[src/rtl/mem_wb_stage_pkg.sv]
// Shared types for the memory/writeback stage.
// Load/store funct3 codes, stage FSM states, latched request.
package mem_wb_stage_pkg;

  localparam logic [2:0] F3_LB  = 3'b000;
  localparam logic [2:0] F3_LH  = 3'b001;
  localparam logic [2:0] F3_LW  = 3'b010;
  localparam logic [2:0] F3_LBU = 3'b100;
  localparam logic [2:0] F3_LHU = 3'b101;

  localparam logic [2:0] F3_SB = 3'b000;
  localparam logic [2:0] F3_SH = 3'b001;
  localparam logic [2:0] F3_SW = 3'b010;

  typedef enum logic {
    IDLE,
    MEM_WAIT
  } mem_wb_state_t;

  typedef struct packed {
    logic [4:0] rd_s;
    logic       regf_we;
    logic       is_load;
    logic [2:0] funct3;
    logic [1:0] offset;
  } mem_wb_req_t;

endpackage

[src/rtl/mem_wb_stage_load_store_align.sv]
// Byte-lane masks, store shifting, load extraction/extension.
// Purely combinational; misaligned flags accesses that must be dropped.
module load_store_align
  import mem_wb_stage_pkg::*;
(
  input  logic [2:0]  funct3,
  input  logic [1:0]  offset,
  input  logic [31:0] store_data,
  input  logic [31:0] rdata,
  output logic [3:0]  rmask,
  output logic [3:0]  wmask,
  output logic [31:0] wdata,
  output logic [31:0] load_val,
  output logic        misaligned
);

  logic        is_byte;
  logic        is_half;
  logic [3:0]  mask;
  logic [31:0] lane;

  always_comb begin
    is_byte = funct3[1:0] == 2'b00;
    is_half = funct3[1:0] == 2'b01;
    mask = 4'b1111;
    unique case (1'b1)
      is_byte: mask = 4'b0001 << offset;
      is_half: mask = 4'b0011 << offset;
      default: mask = 4'b1111;
    endcase
    misaligned = (is_half && offset == 2'd3)
              || (!is_byte && !is_half && offset != 2'd0);
    lane = rdata >> {offset, 3'b000};
    load_val = lane;
    case (funct3)
      F3_LB:   load_val = {{24{lane[7]}}, lane[7:0]};
      F3_LH:   load_val = {{16{lane[15]}}, lane[15:0]};
      F3_LBU:  load_val = {24'd0, lane[7:0]};
      F3_LHU:  load_val = {16'd0, lane[15:0]};
      default: load_val = lane;
    endcase
  end

  assign rmask = mask;
  assign wmask = mask;
  assign wdata = store_data << {offset, 3'b000};

endmodule

[src/rtl/mem_wb_stage.sv]
// RV32I memory-access / writeback stage with registered retire.
// Optional retire trace ports under MEM_WB_RVFI_EN.
module mem_wb_stage
  import mem_wb_stage_pkg::*;
#(
  parameter int DMEM_ADDR_W = 32,
  parameter int ORDER_W     = 64
) (
  input  logic                   clk,
  input  logic                   rst,
  input  logic                   in_valid,
  output logic                   in_ready,
  input  logic [31:0]            in_pc,
  input  logic [31:0]            in_alu_result,
  input  logic [31:0]            in_store_data,
  input  logic [4:0]             in_rd_s,
  input  logic                   in_regf_we,
  input  logic                   in_mem_read,
  input  logic                   in_mem_write,
  input  logic [2:0]             in_funct3,
  output logic [DMEM_ADDR_W-1:0] dmem_addr,
  output logic [3:0]             dmem_rmask,
  output logic [3:0]             dmem_wmask,
  output logic [31:0]            dmem_wdata,
  input  logic [31:0]            dmem_rdata,
  input  logic                   dmem_resp,
  output logic                   valid_write,
  output logic                   regf_we,
  output logic [4:0]             rd_s,
  output logic [31:0]            rd_v,
  output logic                   misaligned
`ifdef MEM_WB_RVFI_EN
  ,
  output logic                   commit_valid,
  output logic [ORDER_W-1:0]     commit_order,
  output logic [31:0]            commit_pc,
  output logic [31:0]            commit_mem_addr,
  output logic [3:0]             commit_mem_rmask,
  output logic [3:0]             commit_mem_wmask,
  output logic [31:0]            commit_mem_rdata,
  output logic [31:0]            commit_mem_wdata
`endif
);

  mem_wb_state_t state;
  mem_wb_req_t   req;

  logic        idle;
  logic        is_mem;
  logic [2:0]  al_f3;
  logic [1:0]  al_off;
  logic [3:0]  al_rmask;
  logic [3:0]  al_wmask;
  logic [31:0] al_wdata;
  logic [31:0] al_load;
  logic        al_mis;
  logic [31:0] addr_word;

  assign idle      = state == IDLE;
  assign in_ready  = idle;
  assign is_mem    = in_mem_read || in_mem_write;
  assign addr_word = {in_alu_result[31:2], 2'b00};

  // Accept path decodes the incoming op; wait path the latched one.
  assign al_f3  = idle ? in_funct3 : req.funct3;
  assign al_off = idle ? in_alu_result[1:0] : req.offset;

  load_store_align u_align (
    .funct3     (al_f3),
    .offset     (al_off),
    .store_data (in_store_data),
    .rdata      (dmem_rdata),
    .rmask      (al_rmask),
    .wmask      (al_wmask),
    .wdata      (al_wdata),
    .load_val   (al_load),
    .misaligned (al_mis)
  );

  always_ff @(posedge clk) begin
    if (rst) begin
      state       <= IDLE;
      req         <= '0;
      dmem_addr   <= '0;
      dmem_rmask  <= '0;
      dmem_wmask  <= '0;
      dmem_wdata  <= '0;
      valid_write <= 1'b0;
      regf_we     <= 1'b0;
      rd_s        <= '0;
      rd_v        <= '0;
      misaligned  <= 1'b0;
    end else begin
      valid_write <= 1'b0;
      regf_we     <= 1'b0;
      rd_s        <= '0;
      rd_v        <= '0;
      misaligned  <= 1'b0;
      unique case (state)
        IDLE: begin
          if (in_valid) begin
            if (!is_mem) begin
              valid_write <= 1'b1;
              regf_we     <= in_regf_we && in_rd_s != 5'd0;
              rd_s        <= in_rd_s;
              rd_v        <= in_alu_result;
            end else if (al_mis) begin
              valid_write <= 1'b1;
              misaligned  <= 1'b1;
            end else begin
              req.rd_s    <= in_rd_s;
              req.regf_we <= in_regf_we;
              req.is_load <= in_mem_read;
              req.funct3  <= in_funct3;
              req.offset  <= in_alu_result[1:0];
              dmem_addr   <= DMEM_ADDR_W'(addr_word);
              dmem_rmask  <= in_mem_read ? al_rmask : 4'd0;
              dmem_wmask  <= in_mem_read ? 4'd0 : al_wmask;
              dmem_wdata  <= in_mem_read ? 32'd0 : al_wdata;
              state       <= MEM_WAIT;
            end
          end
        end
        MEM_WAIT: begin
          if (dmem_resp) begin
            valid_write <= 1'b1;
            if (req.is_load) begin
              regf_we <= req.regf_we && req.rd_s != 5'd0;
              rd_s    <= req.rd_s;
              rd_v    <= al_load;
            end
            dmem_addr  <= '0;
            dmem_rmask <= '0;
            dmem_wmask <= '0;
            dmem_wdata <= '0;
            state      <= IDLE;
          end
        end
        default: state <= IDLE;
      endcase
    end
  end

`ifdef MEM_WB_RVFI_EN
  logic [ORDER_W-1:0] order;
  logic [31:0]        req_pc;
  logic               fire;

  assign fire = idle ? (in_valid && (!is_mem || al_mis)) : dmem_resp;

  always_ff @(posedge clk) begin
    if (rst) begin
      order            <= '0;
      req_pc           <= '0;
      commit_valid     <= 1'b0;
      commit_order     <= '0;
      commit_pc        <= '0;
      commit_mem_addr  <= '0;
      commit_mem_rmask <= '0;
      commit_mem_wmask <= '0;
      commit_mem_rdata <= '0;
      commit_mem_wdata <= '0;
    end else begin
      commit_valid <= fire;
      if (idle && in_valid) req_pc <= in_pc;
      if (fire) begin
        commit_order <= order;
        order        <= order + 1'b1;
        commit_pc    <= idle ? in_pc : req_pc;
        if (idle) begin
          commit_mem_addr  <= '0;
          commit_mem_rmask <= '0;
          commit_mem_wmask <= '0;
          commit_mem_rdata <= '0;
          commit_mem_wdata <= '0;
        end else begin
          commit_mem_addr  <= 32'(dmem_addr);
          commit_mem_rmask <= dmem_rmask;
          commit_mem_wmask <= dmem_wmask;
          commit_mem_rdata <= req.is_load ? dmem_rdata : 32'd0;
          commit_mem_wdata <= dmem_wdata;
        end
      end
    end
  end
`else
  logic unused_pc;
  assign unused_pc = ^in_pc;
`endif

endmodule

[config.mk]
export PLATFORM = sky130hd
export DESIGN_NAME = mem_wb_stage
export DESIGN_NICKNAME = d
export VERILOG_FILES = /design/src/rtl/mem_wb_stage_pkg.sv /design/src/rtl/mem_wb_stage_load_store_align.sv /design/src/rtl/mem_wb_stage.sv
export SDC_FILE = /design/constraint.sdc
export NUM_CORES = 1
export LEC_CHECK = 0
export CAP_MARGIN = 20
export CORE_MARGIN = 4
export CORE_UTILIZATION = 42
export DETAILED_ROUTE_END_ITERATION = 10
export GPL_TIMING_DRIVEN = 0
export PLACE_DENSITY = 0.79
export SYNTH_ARGS = -nofsm -noshare
export SYNTH_HDL_FRONTEND = slang
export SYNTH_SLANG_ARGS = --single-unit
[constraint.sdc]
create_clock -name clk -period 2.5 [get_ports clk]
set_clock_uncertainty 0.2 [all_clocks]
set_input_delay 0.75 -clock clk [delete_from_list [all_inputs] [get_ports clk]]
set_output_delay 0.75 -clock clk [all_outputs]
set_load 0.05 [all_outputs]
==> run_results.csv, run 1 <==
group,metric,value,unit
global_routing,grt_pass1_vias,6233,
logic_synthesis,post-synth-top-area-fraction,42.6,%
floorplan,fp.dieArea,15700,sq um
global_routing,antenna_found_initial,1,
worst_setup_path,crit_fanout,10,
placement,postPlaceCellArea,8200,sq um
timing,drv_slew,0,
power_and_ir_drop,p_sw,1.74,mW
floorplan,coreArea,13300,sq um
global_routing,grt_usage,28.2,%
global_routing,met2_usage,45.0,%
placement,port_buffers,219,
floorplan,rows,42,
power_and_ir_drop,seq_power_share,34.4,%
power_and_ir_drop,ir_drop,0.497,mV
logic_synthesis,synth.cell_area,5780,sq um
worst_setup_path,reg2reg_depth,8,
cts,clock_path_buffers,2,
routing,drtIter0Drc,777,
global_routing,gr-total-overflow,0,
timing,slew-limit-headroom,39.3,%
worst_setup_path,cp_slowest_stage_delay,0.40,ns
global_routing,globalRouteMet3Util,6.52,%
layout,finalInstanceArea,8950,sq um
status,status,"finished, final reports clean",
cts,cts.sinks,123,
power_and_ir_drop,swShare,28.8,%
cts,clk_pin_slew_worst_paths,0.05,ns
timing,period_needed,2.48,ns
floorplan,io_pins,256,
worst_setup_path,critPathBufInv,3,
cts,clk_latency,0.42,ns
floorplan,dieWidth,125,um
global_routing,grt_pass1_wl,34.9,mm
logic_synthesis,synthFlopType,"dfxtp_1",
power_and_ir_drop,p_total,6.04,mW
timing,finalHoldViolCount,0,
worst_setup_path,worstSetupEndpointType,"primary output",
logic_synthesis,yosysTopAreaCell,"dfxtp_1",
routing,routed_wl,23.0,mm
min_path,worst_hold_path_type,"reg2reg",
logic_synthesis,synth_cells,719,
timing,worst_pin_slew,0.903,ns
placement,gp_congestion,0.955,
cts,h-tree-depth,4,
layout,fin_nets,1109,
floorplan,dieHeight,125,um
layout,fin_cells,1156,
logic_synthesis,synth_edf_count,0,
worst_setup_path,cp.arrival,1.53,ns
timing,rsz0062_at_grt,"false",
global_routing,gr-max-usage-layer,"met2",
worst_setup_path,cp_data_required_time,1.55,ns
timing,period_share,99.1,%
power_and_ir_drop,pwr-share-comb,21.0,%
run,cap_violations,0,
worst_setup_path,crit_slowest_cell,"clkdlybuf4s18_2",
global_routing,grt_max_degree,17,
cts,cts_buffers,17,
power_and_ir_drop,clkPwrFrac,44.6,%
logic_synthesis,yosysUniqueCellTypes,57,
cts,cts_root_buffer,"clkbuf_16",
power_and_ir_drop,p_leak,4.06,nW
min_path,whs_endpoint,"dmem_wdata[2]$_SDFFE_PP0P_",
worst_setup_path,r2r_slack,0.15,ns
placement,dp.cells,1115,
layout,syn_to_final_growth,54.9,%
logic_synthesis,ys_top_cells_by_area,"dfxtp_1, nand2_1, a21oi_1",
routing,drt_pass1_iterations,5,
routing,viasPerCell,5.63,
logic_synthesis,async_flop_share,0,%
layout,layout-drive-gt1-share,11.8,%
min_path,hold_path_depth,2,
routing,ant_nets,0,
worst_setup_path,path_cells,"buf_6, inv_2, clkdlybuf4s18_2",
worst_setup_path,r2r_start,"state$_SDFF_PP0_",
timing,holdWs,0.246,ns
logic_synthesis,avgSynthCellArea,8.04,sq um
timing,finalSetupViolations,0,
placement,hpwlAfterDp,16.9,mm
layout,post-route-util,67.1,%
timing,fmax,403,MHz
logic_synthesis,yosys_warnings,0,
logic_synthesis,ys_seq_elements,123,
worst_setup_path,startpoint_type,"flip-flop",
power_and_ir_drop,intPower,4.30,mW
cts,cts_tree,"yes",
worst_setup_path,path_delay_family,"buffers and inverters",
worst_setup_path,r2r-end,"rd_v[5]$_SDFF_PP0_",
floorplan,initial_core_util,43.3,%
routing,num_vias,6503,
layout,nFillCells,1146,
routing,route.detailed.drc,0,
global_routing,use_met1,38.0,%
min_path,min_from,"dmem_wdata[2]$_SDFFE_PP0P_",
power_and_ir_drop,power_density,675,nW/um^2
logic_synthesis,ys_seq_area_share,42.6,%
worst_setup_path,critical_path_class,"reg2out",
routing,routedWlPerCell,19.9,um
==> worst max path at each step <==
stage | cells after the start | slack, ns | start | to
final | 3 | 0.02 | state$_SDFF_PP0_ | in_ready
after CTS | 1 | 0.002 | valid_write$_SDFF_PP0_ | valid_write
after global routing | 1 | 0.0004 | rd_v[14]$_SDFF_PP0_ | rd_v[14]
after floorplan | 8 | 0.08 | in_alu_result[1] | req[0]$_SDFFE_PP0P_
after global placement | 8 | -0.72 | in_alu_result[0] | rd_v[3]$_SDFF_PP0_
after detailed placement | 8 | -0.74 | in_alu_result[0] | rd_v[5]$_SDFF_PP0_
==> metal layers <==
metal	wire, um	up-vias
met5	0	-
met4	571	0
met3	2170	52
met2	10800	357
met1	9450	3046
li1	-	3048
==> synthesized netlist by cell type, types with 3 or more instances <==
| master | number |
|---|---|
| a211o_1 | 4 |
| a21oi_1 | 89 |
| a22o_1 | 23 |
| a22oi_1 | 12 |
| a32oi_1 | 7 |
| buf_1 | 3 |
| buf_2 | 24 |
| buf_4 | 5 |
| buf_6 | 5 |
| clkbuf_1 | 27 |
| dfxtp_1 | 123 |
| mux2_1 | 8 |
| mux2_4 | 4 |
| mux2i_1 | 17 |
| nand2_1 | 195 |
| nand3_1 | 69 |
| nand3b_1 | 3 |
| nor2_1 | 15 |
| nor2b_1 | 3 |
| o2111ai_1 | 8 |
| o211ai_1 | 4 |
| o21ai_0 | 8 |
| o21ai_1 | 11 |
| o22ai_1 | 8 |
| o31ai_1 | 3 |
| or3_1 | 3 |
| or4_1 | 3 |
==> final cells by class <==
type	instances	area (sq um)	area share, %
multi-input combinational	530	3040	34.0
tap	176	220	2.46
sequential	123	2460	27.5
timing repair buffer	228	2190	24.4
buffer	63	370	4.14
clock inverter	10	161	1.80
clock buffer	22	494	5.52
inverter	3	11.3	0.126
antenna	1	2.50	0.0279
==> metrics by stage <==
stage / worst slack [ns] / TNS [ns]
6_report: 0.0214 / 0
5_1_grt: 0.000380 / 0
4_1_cts: 0.00179 / 0
3_5_place_dp: -0.742 / -66.64
3_3_place_gp: -0.721 / -65.45
2_1_floorplan: 0.0835 / 0
==> sequential cells by signal (all words and copies together) (netlist names) <==
register	flops
dmem_addr	30
dmem_rmask	4
dmem_wdata	32
dmem_wmask	4
misaligned	1
rd_s	5
rd_v	32
regf_we	1
req	12
state	1
valid_write	1
==> worst min-delay path, delay by kind of cell (launching register included) <==
family	cells	cell delay, ns
and+or+nand+nor	1	0.05
DFF	1	0.30
AOI/OAI and AO/OA	1	0.05
==> power by group through the flow <==
stage	registers, mW	clock network [mW]	logic [mW]
floorplan	2.33	0	0.514
global placement	2.12	0	1.22
detailed placement	2.12	0	1.23
CTS	2.08	2.72	1.24
global route	2.09	2.81	1.34
finish	2.08	2.70	1.27
==> repair_timing <==
item,CTS,global route
setup buffers,9,0
resized for setup,120,33
pin swaps,3,1
hold buffers,0,0
setup endpoints to repair,199,121
cloned,0,0
==> kinds of logic after synthesis <==
group                  count (synthesis)  share of synthesized area, %
other                                  1                        0.0649
AO/OA/AOI/OAI                        191                          21.8
AND/OR/NAND/NOR                      306                          23.6
flip-flops                           123                          42.6
buffers and inverters                 67                          5.85
multiplexers                          31                          6.17
==> placed cells by master (no fill, tap or decap), types with 4 or more instances in the layout <==
cell type and n:
clkbuf_8 5, a21oi_1 86, o21ai_1 11, clkbuf_16 17
o21ai_0 8, buf_2 18, a211o_1 4, a22oi_1 12
mux2i_1 17, o211ai_1 4, dlymetal6s2s_1 17, mux2_1 8
dlygate4sd2_1 92, o22ai_1 8, nand3_1 69, a32oi_1 7
nor2_1 14, a22o_1 23, mux2_4 4, dfxtp_1 122
o2111ai_1 8, bufinv_16 4, clkbuf_2 8, clkbuf_1 17
clkdlybuf4s50_1 109, buf_4 17, nand2_1 195, buf_6 9
No activity file was read; power rests on OpenSTA's default activity.
==> inputs of run 2 (changes only) <==
--- a/config.mk
+++ b/config.mk
@@ -5,6 +5,7 @@
 export SDC_FILE = /design/constraint.sdc
 export NUM_CORES = 1
 export LEC_CHECK = 0
+export ABC_CLOCK_PERIOD_IN_PS = 2500
 export CAP_MARGIN = 20
 export CORE_MARGIN = 4
 export CORE_UTILIZATION = 42
==> constraint.sdc (replaced) <==
create_clock -name clk -period 2.5 [get_ports clk]
set_clock_uncertainty 0.2 [all_clocks]
set_input_delay 0.75 -clock clk [delete_from_list [all_inputs] [get_ports clk]]
set_output_delay 0.75 -clock clk [all_outputs]
set_load 0.1 [all_outputs]
==> run 2 against run 1 <==
Effect of this change:
- total power up 4.4%
- core utilization up 1.4 points
- hold slack better by 0.0040 ns
- maximum frequency up 0.88%
- combinational power up 20%
- final area up 2.1%
- die area unchanged
- largest power group unchanged
- highest routed layer unchanged
==> run_results.csv, run 2 (synthesized netlist as in run 1, its figures left out) <==
group,metric,value,unit
min_path,worst_hold_path_type,"reg2reg",
worst_setup_path,r2r_slack,0.14,ns
timing,finalSetupViolations,0,
worst_setup_path,critical_path_class,"in2reg",
power_and_ir_drop,power_density,690,nW/um^2
worst_setup_path,worstSetupEndpointType,"flip-flop",
placement,gp_congestion,0.955,
placement,postPlaceCellArea,8200,sq um
layout,final_cell_mix,"nand2_1, dfxtp_1, clkdlybuf4s15_2, clkdlybuf4s50_1, a21oi_1",
global_routing,grt_usage,28.3,%
worst_setup_path,crit_fanout,10,
timing,finalHoldViolCount,0,
global_routing,grt_max_degree,17,
floorplan,fp.dieArea,15700,sq um
cts,clock_path_buffers,2,
floorplan,io_pins,256,
layout,fin_nets,1109,
global_routing,met2_usage,45.6,%
routing,num_vias,6483,
routing,route.detailed.drc,0,
cts,cts_buffers,17,
floorplan,dieHeight,125,um
timing,rsz0062_at_grt,"false",
worst_setup_path,crit_slowest_cell,"or4_1",
global_routing,grt_pass1_vias,6280,
worst_setup_path,path_cells,"dlygate4sd2_1, a21oi_2, o21ai_2, buf_4, or4_1, buf_4, buf_4, nand3_1, a21oi_1",
layout,finalInstanceArea,9140,sq um
global_routing,gr-max-usage-layer,"met2",
cts,cts_tree,"yes",
layout,post-route-util,68.5,%
timing,period_share,98.3,%
layout,mostFrequentLayoutCell,"nand2_1",
worst_setup_path,path_delay_family,"buffers and inverters",
worst_setup_path,cp_slowest_stage_delay,0.39,ns
timing,worst_pin_slew,0.878,ns
floorplan,rows,42,
cts,clk_pin_slew_worst_paths,0.05,ns
global_routing,gr-total-overflow,0,
power_and_ir_drop,ir_drop,0.498,mV
cts,cts-hold-fix-buffers,0,
worst_setup_path,cp.arrival,2.55,ns
worst_setup_path,startpoint_type,"input port",
layout,layout-drive-gt1-share,23.1,%
routing,routed_wl,23.1,mm
cts,cts.sinks,123,
floorplan,coreArea,13300,sq um
timing,fmax,407,MHz
worst_setup_path,critPathBufInv,4,
layout,syn_to_final_growth,58.2,%
routing,ant_nets,0,
floorplan,dieWidth,125,um
layout,reg_top3,"dmem_wdata x32, rd_v x32, dmem_addr x30",
timing,finalWorstSetupSlack,0.0429,ns
cts,cts_root_buffer,"clkbuf_16",
timing,slew-limit-headroom,41.0,%
power_and_ir_drop,p_leak,3.41,nW
cts,h-tree-depth,4,
timing,drv_slew,0,
global_routing,globalRouteMet3Util,6.82,%
cts,clk_latency,0.43,ns
floorplan,initial_core_util,43.3,%
global_routing,grt_pass1_wl,35.0,mm
routing,viasPerCell,5.61,
placement,dp_slack,-0.742,ns
routing,drt_pass1_iterations,5,
placement,port_buffers,219,
global_routing,antenna_found_initial,1,
routing,routedWlPerCell,20.0,um
run,cap_violations,0,
global_routing,use_met1,37.7,%
status,status,"finished, final reports clean",
worst_setup_path,crit_path_frequent_cell,"buf_4",
timing,period_needed,2.46,ns
worst_setup_path,cp_data_required_time,2.59,ns
placement,hpwlAfterDp,16.9,mm
routing,drtIter0Drc,803,
run 2: cell count changes in the layout (fill, tap and decap cells not counted), sizes merged:
cell,delta
buf,+1
clkbuf,+3
clkdlybuf4s15,+107
clkdlybuf4s18,-1
clkdlybuf4s50,-5
dlygate4sd2,-89
dlymetal6s2s,-16
run 2: final timing paths:
kind | from | endpoint | depth (start not counted)
worst max-delay path | in_funct3[1] | dmem_addr[22]$_SDFFE_PP0P_ | 9
worst min-delay path | dmem_rmask[1]$_SDFFE_PP0P_ | dmem_rmask[1]$_SDFFE_PP0P_ | 2
worst max register to register | state$_SDFF_PP0_ | rd_v[5]$_SDFF_PP0_ | 8
worst min register to register | dmem_rmask[1]$_SDFFE_PP0P_ | dmem_rmask[1]$_SDFFE_PP0P_ | 2
run 2: power breakdown:
group | total [mW] | internal, mW | switching [mW]
clock | 2.70 | 1.80 | 0.908
sequential | 2.08 | 2.04 | 0.0450
combinational | 1.53 | 0.488 | 1.04
run 2: worst register-to-register path: stages, from the launching register on:
cell	delay, ns
dfxtp_2	0.41
buf_6	0.19
mux2i_4	0.31
buf_6	0.20
buf_2	0.23
clkbuf_4	0.27
nand3_1	0.12
a32oi_1	0.25
nor2_1	0.07
run 2: repair_timing:
| action | in CTS | in global routing |
|---|---|---|
| pin swaps | 3 | 1 |
| gates resized for setup | 359 | 21 |
| endpoints found under the setup margin | 220 | 107 |
| setup buffers | 9 | 0 |
run 2: metrics by stage:
step	power (mW)	hold WS (ns)	std cells	TNS (ns)
after floorplan	3.08	0.232	720	0
after global placement	3.58	0.238	1115	-65.75
after detailed placement	3.59	0.245	1115	-66.96
after CTS	6.30	0.254	1155	0
after global routing	6.50	0.273	1156	0
final	6.31	0.250	1156	0
run 2: layer usage:
metal / wire length, um / up-vias
met5: 0 / -
met4: 564 / 0
met3: 2000 / 42
met2: 10900 / 328
met1: 9630 / 3064
li1: - / 3049
run 2: cell type report:
class / count / area (sq um)
Tap cell: 176 / 220
Buffer: 63 / 370
Antenna cell: 1 / 2.50
Clock buffer: 22 / 494
Fill cell: 1091 / 4210
Timing Repair Buffer: 228 / 2370
Sequential cell: 123 / 2460
Inverter: 3 / 11.3
Clock inverter: 10 / 161
Multi-Input combinational cell: 530 / 3040
